<file path="src/rtl/dma_elem_unpack.sv">
// Wide-to-narrow read-data unpacker: holds one host buffer word and emits its valid
// elements in ascending address order, optionally byte-reversing each element.
module dma_elem_unpack #(
    parameter  int WORD_BYTES = 16,
    parameter  int ELEM_BYTES = 4,
    localparam int N          = WORD_BYTES / ELEM_BYTES,
    localparam int CW         = $clog2(N) + 1
) (
    input  logic                      clk,
    input  logic                      reset,
    input  logic                      in_valid,
    output logic                      in_ready,
    input  logic [0:8*WORD_BYTES-1]   in_data,
    input  logic [CW-1:0]             in_nelem,
    input  logic                      in_last,
    input  logic                      in_little_endian,
    output logic                      out_valid,
    input  logic                      out_ready,
    output logic [0:8*ELEM_BYTES-1]   out_data,
    output logic                      out_last
);

    localparam int EW = 8 * ELEM_BYTES;

    typedef enum logic {
        EMPTY = 1'b0,
        DRAIN = 1'b1
    } state_t;

    state_t                    state_reg, state_next;
    logic [CW-1:0]             idx_reg, idx_next;
    logic [CW-1:0]             nelem_reg;
    logic [0:8*WORD_BYTES-1]   word_reg;
    logic                      last_reg;
    logic                      le_reg;
    logic                      load;

    logic                      busy;
    logic                      final_elem;
    logic [CW-1:0]             nelem_clamped;
    logic [0:EW-1]             elems [N];
    logic [0:EW-1]             elem_sel;
    logic [0:EW-1]             elem_rev;

    assign busy       = (state_reg == DRAIN);
    assign final_elem = (idx_reg == nelem_reg - CW'(1));

    // A zero or oversized count means the whole word is valid.
    assign nelem_clamped = ((in_nelem == '0) || (in_nelem > CW'(N))) ? CW'(N) : in_nelem;

    // in_ready never depends on in_valid, so the upstream FIFO sees no combinational loop.
    assign in_ready  = !reset && (!busy || (final_elem && out_ready));
    assign out_valid = busy;
    assign out_last  = busy && last_reg && final_elem;

    generate
        for (genvar gi = 0; gi < N; gi++) begin : g_elem
            assign elems[gi] = word_reg[EW*gi +: EW];
        end
        for (genvar gi = 0; gi < ELEM_BYTES; gi++) begin : g_rev
            assign elem_rev[8*gi +: 8] = elem_sel[8*(ELEM_BYTES-1-gi) +: 8];
        end
    endgenerate

    always_comb begin
        elem_sel = '0;
        for (int i = 0; i < N; i++) begin
            if (idx_reg == CW'(i)) begin
                elem_sel = elems[i];
            end
        end
    end

    assign out_data = !busy ? '0 : (le_reg ? elem_rev : elem_sel);

    always_comb begin
        state_next = state_reg;
        idx_next   = idx_reg;
        load       = 1'b0;
        case (state_reg)
            EMPTY: begin
                if (in_valid) begin
                    load       = 1'b1;
                    idx_next   = '0;
                    state_next = DRAIN;
                end
            end
            DRAIN: begin
                if (out_ready) begin
                    if (final_elem) begin
                        // Refill in the final-element cycle so consecutive words leave no bubble.
                        if (in_valid) begin
                            load     = 1'b1;
                            idx_next = '0;
                        end else begin
                            state_next = EMPTY;
                        end
                    end else begin
                        idx_next = idx_reg + CW'(1);
                    end
                end
            end
            default: state_next = EMPTY;
        endcase
    end

    always_ff @(posedge clk) begin
        if (reset) begin
            state_reg <= EMPTY;
            idx_reg   <= '0;
            nelem_reg <= CW'(N);
            word_reg  <= '0;
            last_reg  <= 1'b0;
            le_reg    <= 1'b0;
        end else begin
            state_reg <= state_next;
            idx_reg   <= idx_next;
            if (load) begin
                word_reg  <= in_data;
                nelem_reg <= nelem_clamped;
                last_reg  <= in_last;
                le_reg    <= in_little_endian;
            end
        end
    end

endmodule

</file>
<file path="config.mk">
export PLATFORM = sky130hd
export DESIGN_NAME = dma_elem_unpack
export DESIGN_NICKNAME = d
export VERILOG_FILES = /design/src/rtl/dma_elem_unpack.sv
export SDC_FILE = /design/constraint.sdc
export NUM_CORES = 1
export LEC_CHECK = 0
export BUFFER_PORTS_ARGS = -buffer_cell sky130_fd_sc_hd__buf_2
export CAP_MARGIN = 20
export CORE_UTILIZATION = 45
export CTS_BUF_LIST = sky130_fd_sc_hd__clkbuf_4
export DETAILED_ROUTE_END_ITERATION = 7
export HOLD_SLACK_MARGIN = 0.15
export PLACE_DENSITY = 0.72
export SLEW_MARGIN = 20
export SYNTH_ARGS = -nofsm -noshare
export SYNTH_HDL_FRONTEND = slang
export SYNTH_SLANG_ARGS = --single-unit
</file>
<file path="constraint.sdc">
create_clock -name clk -period 2.1 [get_ports clk]
set_clock_uncertainty 0.05 [all_clocks]
set_input_delay 0.525 -clock clk [delete_from_list [all_inputs] [get_ports clk]]
set_output_delay 0.525 -clock clk [all_outputs]
set_load 0.02 [all_outputs]
</file>
==> out/metrics.yaml, run 1 <==
run_status: "did not finish"
failing_step: "5_1_grt"
stop_error: "[ERROR GRT-0232] Routing congestion too high. Check the congestion heatmap in the GUI."
syn_inst: 912
netlist_top_cells_count: "nand2_1, a21oi_1, dfxtp_1"
synth_seq_area_share: 0.418
die_x_microns: 123
cts-root-buf: "clkbuf_4"
clock_path_buffers: 2
synthMuxAreaShare: 0.00172
grt_overflow: 1071
grt-worst-endpoint: "out_data[29]"
cts_made_buffers: 17
synth_fa_ha_area_frac: 0.0134
synth_edf_count: 0
grt_max_degree: 105
die_h_microns: 123
yosys.area.top_type_share: 0.418
syn_nets: 1056
synth_compound_area_frac: 0.264
syn_area_per_cell_sq_um: 7.19
worst-ep-kind: "primary output"
ys.flop_type: "dfxtp_1"
hpwlAfterDp_mm: 15.6
io_pins: 172
start_util: 0.467
num_rows: 43
place_congestion: 0.842
synth_cell_types: 33
synth_top_family_by_area: "compound AO/OA/AOI/OAI gates"
ys_ff_latch: 137
synthSimpleGateAreaFrac: 0.237
async_reset_ff_frac: 0
cts.htree.levels: 4
synth_xor_area_frac: 0.00611
placed_area_sq_um: 8830
ys_warn_count: 0
yosysMostFrequentCell: "nand2_1"
netlist.top_cell.by_area: "dfxtp_1"
track_usage: 0.945
synth_area_leaders: "dfxtp_1, nand2_1, a21oi_1, a221oi_1, a21boi_0"
netlist_area_sq_um: 6560
io_buffers: 171
clock-sinks: 137
## cells by family after synthesis
| family | count (synthesis) |
|---|---|
| AO/OA/AOI/OAI | 299 |
| XOR/XNOR | 3 |
| adder cells (fa/ha/maj) | 7 |
| buffers and inverters | 90 |
| flip-flops | 137 |
| multiplexers | 1 |
| AND/OR/NAND/NOR | 375 |
## through the flow
step,cells,utilization,setup TNS [ps],worst slack [ps],hold slack [ps]
3_5_place_dp,1221,0.629,-8740,-305,392
4_1_cts,1382,0.785,-27020,-790,151
2_1_floorplan,912,-,-1300,-48.8,381
3_3_place_gp,1221,0.629,-7900,-272,387
## layer usage
layer,GRT usage,overflow
met5,0.302,2
met3,0.676,10
met1,0.849,9
met2,1.25,802
met4,1.12,248
## what timing repair did
action	4_1_cts
gates cloned	5
setup endpoints to repair	34
hold buffers	116
buffers inserted	9
gates resized for setup	121
endpoints found under the hold margin	115
pin swaps	48
==> run 2: changes to the inputs <==
CORE_UTILIZATION = 30   (was 45)
CTS_BUF_LIST = default   (was sky130_fd_sc_hd__clkbuf_4)
HOLD_SLACK_MARGIN = default   (was 0.15)
PLACE_DENSITY = default   (was 0.72)
PLACE_DENSITY_LB_ADDON = 0.15   (was default)
clock period = 2.7 ns   (was 2.1 ns; I/O delays follow)
==> out/metrics.yaml, run 2 <==
run_status: "finished, violations left"
violations: "negative setup slack"
path_delay_family: "buffers and inverters"
critPathMaxFanout: 6
ys_ff_latch: 137
netlist_top_cells_count: "nand2_1, a21oi_1, dfxtp_1"
syn_nets: 1056
syn_area_per_cell_sq_um: 7.19
crit_top_cell: "ha_4"
drcViolationCount: 0
track_usage: 0.220
arrival_ps: 2190
clock_latency_ps: 420
async_reset_ff_frac: 0
antenna_found_initial: 0
num_rows: 53
yosys.area.top_type_share: 0.418
mostFrequentLayoutCell: "nand2_1"
grt_overflow: 0
drt_first_pass_iters: 4
synth_seq_area_share: 0.418
wl_per_cell_microns: 17.6
grt_pass1_wl_mm: 37.4
nNetsFinal: 1235
hpwlAfterDp_mm: 16.4
required_ps: 1980
netlist.top_cell.by_area: "dfxtp_1"
ys_warn_count: 0
clock_path_buffers: 2
p_leak_nw: 3.69
postRouteAntennaNets: 0
wirelength_mm: 24.2
mostFrequentLayoutCells: "nand2_1, a21oi_1, buf_2"
final.setup.worst_slack_ps: -219
syn_inst: 912
finalHoldViolCount: 0
synth_cell_types: 33
max-vdd-ir-drop_v: 0.000332
via_count: 6894
crit_slowest_cell: "dfxtp_4"
cts_tree: "yes"
drt-vias-per-instance: 5.01
cp-start-kind: "flop"
die_h_microns: 150
cts-root-buf: "clkbuf_16"
largest_reg_flops: 128
rsz0062_at_grt: "yes"
max_slew_margin: 0.348
dp.cells: 1330
hold_buffers: 0
num-fill-cells: 2179
worstPathCellList: "ha_4 -> ha_4 -> nor2_4 -> buf_6 -> buf_16 -> nand3_4 -> a221oi_2 -> buf_4"
groute.layer.met2.usage: 0.363
start_util: 0.309
dieArea_sq_um: 22400
area_growth_pct: 47.6
worst-path-buf-inv: 3
power_density_nw_per_um2: 564
yosysMostFrequentCell: "nand2_1"
finalSetupViolCount: 32
period_needed_ps: 2920
tightest_slew_ps: 965
tns_ps: -5510
r2r_slack_ps: 450
grt_pass1_vias: 6808
slew_violations: 0
drtIter0Drc: 377
drv_cap: 0
antenna_cells: 0
worstHoldPathType: "reg2reg"
fmax_ghz: 0.343
io_buffers: 171
clk_pin_slew_worst_paths_ps: 60
endpoint_kind: "primary output"
netlist_area_sq_um: 6560
core_region_area_sq_um: 21200
synth_area_leaders: "dfxtp_1, nand2_1, a21oi_1, a221oi_1, a21boi_0"
drive_above_1_share: 0.332
cpPeakStageDelay_ps: 380
cts_made_buffers: 17
die_x_microns: 150
grt_max_degree: 85
fin_crit_sh: 1.08
io_pins: 172
cts.htree.levels: 4
place_congestion: 0.810
worstSetupPathType: "reg2out"
ys.flop_type: "dfxtp_1"
finalNonFillerCells: 1377
busiest_layer: "met2"
use_met3: 0.0439
grtUsageMet1: 0.293
synth_edf_count: 0
clock-sinks: 137
==> run 2: cell counts after synthesis <==
Identical to the previous run, type by type.
==> run 2: routing by layer <==
metal	wire length (microns)	part of all wire
met1	11300	0.47
met2	11600	0.48
met3	1030	0.043
met4	240	0.0099
met5	0	0
==> run 2: what timing repair did <==
action,CTS,global route
cloned,6,1
setup endpoints to repair,33,34
gates resized for setup,147,59
setup buffers,8,3
pin swaps,25,23
==> run 2: cell type report <==
cell class | count | area (sq um) | share of cell area
repair buffers | 241 | 1840 | 0.190
flip-flops and latches | 137 | 2760 | 0.285
clock inverters | 12 | 129 | 0.0133
multi-input cells | 685 | 4130 | 0.427
inverters | 9 | 38.8 | 0.00401
clock buffers | 18 | 439 | 0.0454
well taps | 275 | 344 | 0.0356
==> run 2: final timing paths <==
kind                start      endpoint  cells after the start
min reg2reg     elems[37]     elems[37]                      2
max            idx_reg[1]  out_data[29]                      8
max reg2reg  nelem_reg[0]    elems[112]                      9
min             elems[37]     elems[37]                      2
==> run 2: metrics by stage <==
step / worst slack [ps] / hold slack, ps / total power, mW / instance area [sq um] / utilization
2_1_floorplan: -21.6 / 381 / 2.68 / 6560 / -
3_3_place_gp: -104 / 388 / 3.04 / 7980 / 0.376
3_5_place_dp: -137 / 393 / 3.05 / 7980 / 0.376
4_1_cts: -267 / 401 / 5.45 / 9400 / 0.443
5_1_grt: -321 / 422 / 5.69 / 9670 / 0.456
6_report: -219 / 398 / 5.46 / 9670 / 0.456
==> run 2: cells by family after synthesis <==
| family | synth area share |
|---|---|
| AOI/OAI and AO/OA | 0.264 |
| xor gates and xnor gates | 0.00611 |
| adders and majority gates | 0.0134 |
| buffers and inverters | 0.0594 |
| DFF | 0.418 |
| muxes | 0.00172 |
| and+or+nand+nor | 0.237 |
==> run 2: worst register-to-register path, cell delays in order, from the launching register on <==
cell and delay, ps:
dfxtp_4 360, inv_1 40, ha_1 290, xor2_1 140, buf_4 160, buf_4 130, a41o_4 370, buf_4 340
nand2_1 150, a21oi_1 130
==> run 2: power by group <==
part	total [mW]	switching, mW	internal [mW]
clock	2.30	0.929	1.37
sequential	2.22	0.0777	2.14
combinational	0.946	0.542	0.404
(Power assumes the default switching activity.)
==> run 3: changes to the inputs <==
RECOVER_POWER = 25   (was default)
SLEW_MARGIN = default   (was 20)
clock period = 2.74 ns   (was 2.7 ns; I/O delays follow)
==> out/metrics.yaml, run 3 (synthesis gave the netlist of run 2 again) <==
period_needed_ps: 2970
drt-vias-per-instance: 5.04
cp-start-kind: "flop"
rsz0062_at_grt: "yes"
finalNonFillerCells: 1380
arrival_ps: 2240
hold_buffers: 0
r2r-start: "nelem_reg[0]"
clock_latency_ps: 420
power_density_nw_per_um2: 548
via_count: 6960
cts-root-buf: "clkbuf_16"
place_congestion: 0.817
num_rows: 53
wirelength_mm: 24.5
finalHoldViolCount: 0
slew_violations: 0
drive_above_1_share: 0.345
drt_first_pass_iters: 5
r2r_slack_ps: -70
design_area_sq_um: 10000
num-fill-cells: 2113
rr_endpoint: "elems[91]"
cts_made_buffers: 17
worstHoldPathType: "reg2reg"
violations: "negative setup slack"
largest_reg_flops: 128
dp.cells: 1324
placed_area_sq_um: 7910
hold_start: "elems[35]"
clock_path_buffers: 2
mostFrequentLayoutCell: "nand2_1"
drtIter0Drc: 351
drv_cap: 0
die_h_microns: 150
core_region_area_sq_um: 21200
drcViolationCount: 0
antenna_cells: 0
seqCellArea_sq_um: 2750
grt_pass1_wl_mm: 37.3
critPathMaxFanout: 8
grt_overflow: 0
clk_pin_slew_worst_paths_ps: 60
endpoint_kind: "primary output"
track_usage: 0.220
hpwlAfterDp_mm: 15.8
grt_max_degree: 122
area_growth_pct: 52.8
worstSetupPathType: "reg2out"
grt_pass1_vias: 6732
max_slew_margin: 0.331
wl_per_cell_microns: 17.8
postRouteAntennaNets: 0
cts_tree: "yes"
multi_input_area_sq_um: 4360
nNetsFinal: 1237
io_buffers: 171
cts.htree.levels: 4
clock-sinks: 137
start_util: 0.309
required_ps: 2010
finalSetupViolCount: 42
run_status: "finished, violations left"
fin_crit_sh: 1.08
pre_cts_slack_ps: -47.8
r2r_cells: 8
final.setup.worst_slack_ps: -232
tightest_slew_ps: 991
io_pins: 172
hold_path_end: "elems[35]"
mostFrequentLayoutCells: "nand2_1, a21oi_1, buf_2"
dieArea_sq_um: 22400
antenna_found_initial: 0
whs_path_depth: 2
fmax_ghz: 0.336
die_x_microns: 150
p_leak_nw: 3.77
max-vdd-ir-drop_v: 0.000369
-- run 3: cell type report --
type | instances | share of cell area
Multi-Input combinational cell | 685 | 0.435
Sequential cell | 137 | 0.275
Timing Repair Buffer | 243 | 0.193
Clock buffer | 21 | 0.0470
Tap cell | 275 | 0.0343
Clock inverter | 10 | 0.0119
Inverter | 9 | 0.00387
-- run 3: worst max-delay path, stage by stage (launching register included) --
cell	delay (ps)
dfxtp_4	380
ha_4	170
ha_4	160
nor2_4	180
buf_12	150
buf_16	160
nand3_4	120
a221oi_2	310
buf_4	190
-- run 3: how the worst max path moves through the flow --
stage,startpoint,end,slack (ps)
after floorplan,idx_reg[0],out_data[10],8
after global placement,idx_reg[1],out_data[1],20
after detailed placement,idx_reg[1],out_data[27],-50
after CTS,idx_reg[0],out_data[3],-250
after global routing,idx_reg[1],out_data[5],-300
final,idx_reg[0],out_data[6],-230
-- run 3: stage by stage --
| step | setup TNS (ps) | hold slack [ps] | power, mW | utilization |
|---|---|---|---|---|
| final | -5400 | 398 | 5.49 | 0.472 |
| after global routing | -18670 | 417 | 5.71 | 0.472 |
| after CTS | -6290 | 401 | 5.47 | 0.460 |
| after detailed placement | -107 | 393 | 2.99 | 0.373 |
| after global placement | 0 | 387 | 2.98 | 0.373 |
| after floorplan | 0 | 381 | 2.64 | - |
-- run 3: what timing repair did --
item / in CTS / in global routing
gates cloned: 10 / 2
endpoints found under the hold margin: 0 / 0
resized for setup: 198 / 55
setup buffers: 15 / 4
setup endpoints to repair: 34 / 34
pin swaps: 28 / 28
-- run 3: power by group --
group | leakage [nW] | internal [mW] | switching (mW)
logic | 2.36 | 0.424 | 0.559
clock network | 0.282 | 1.41 | 0.908
registers | 1.13 | 2.11 | 0.0784
-- run 3: metal layers --
layer	track usage	part of all wire	vias up
met3	0.0451	0.044	24
met4	0.0586	0.018	0
met2	0.354	0.48	175
met5	0	0	-
li1	-	-	3467
met1	0.296	0.46	3294
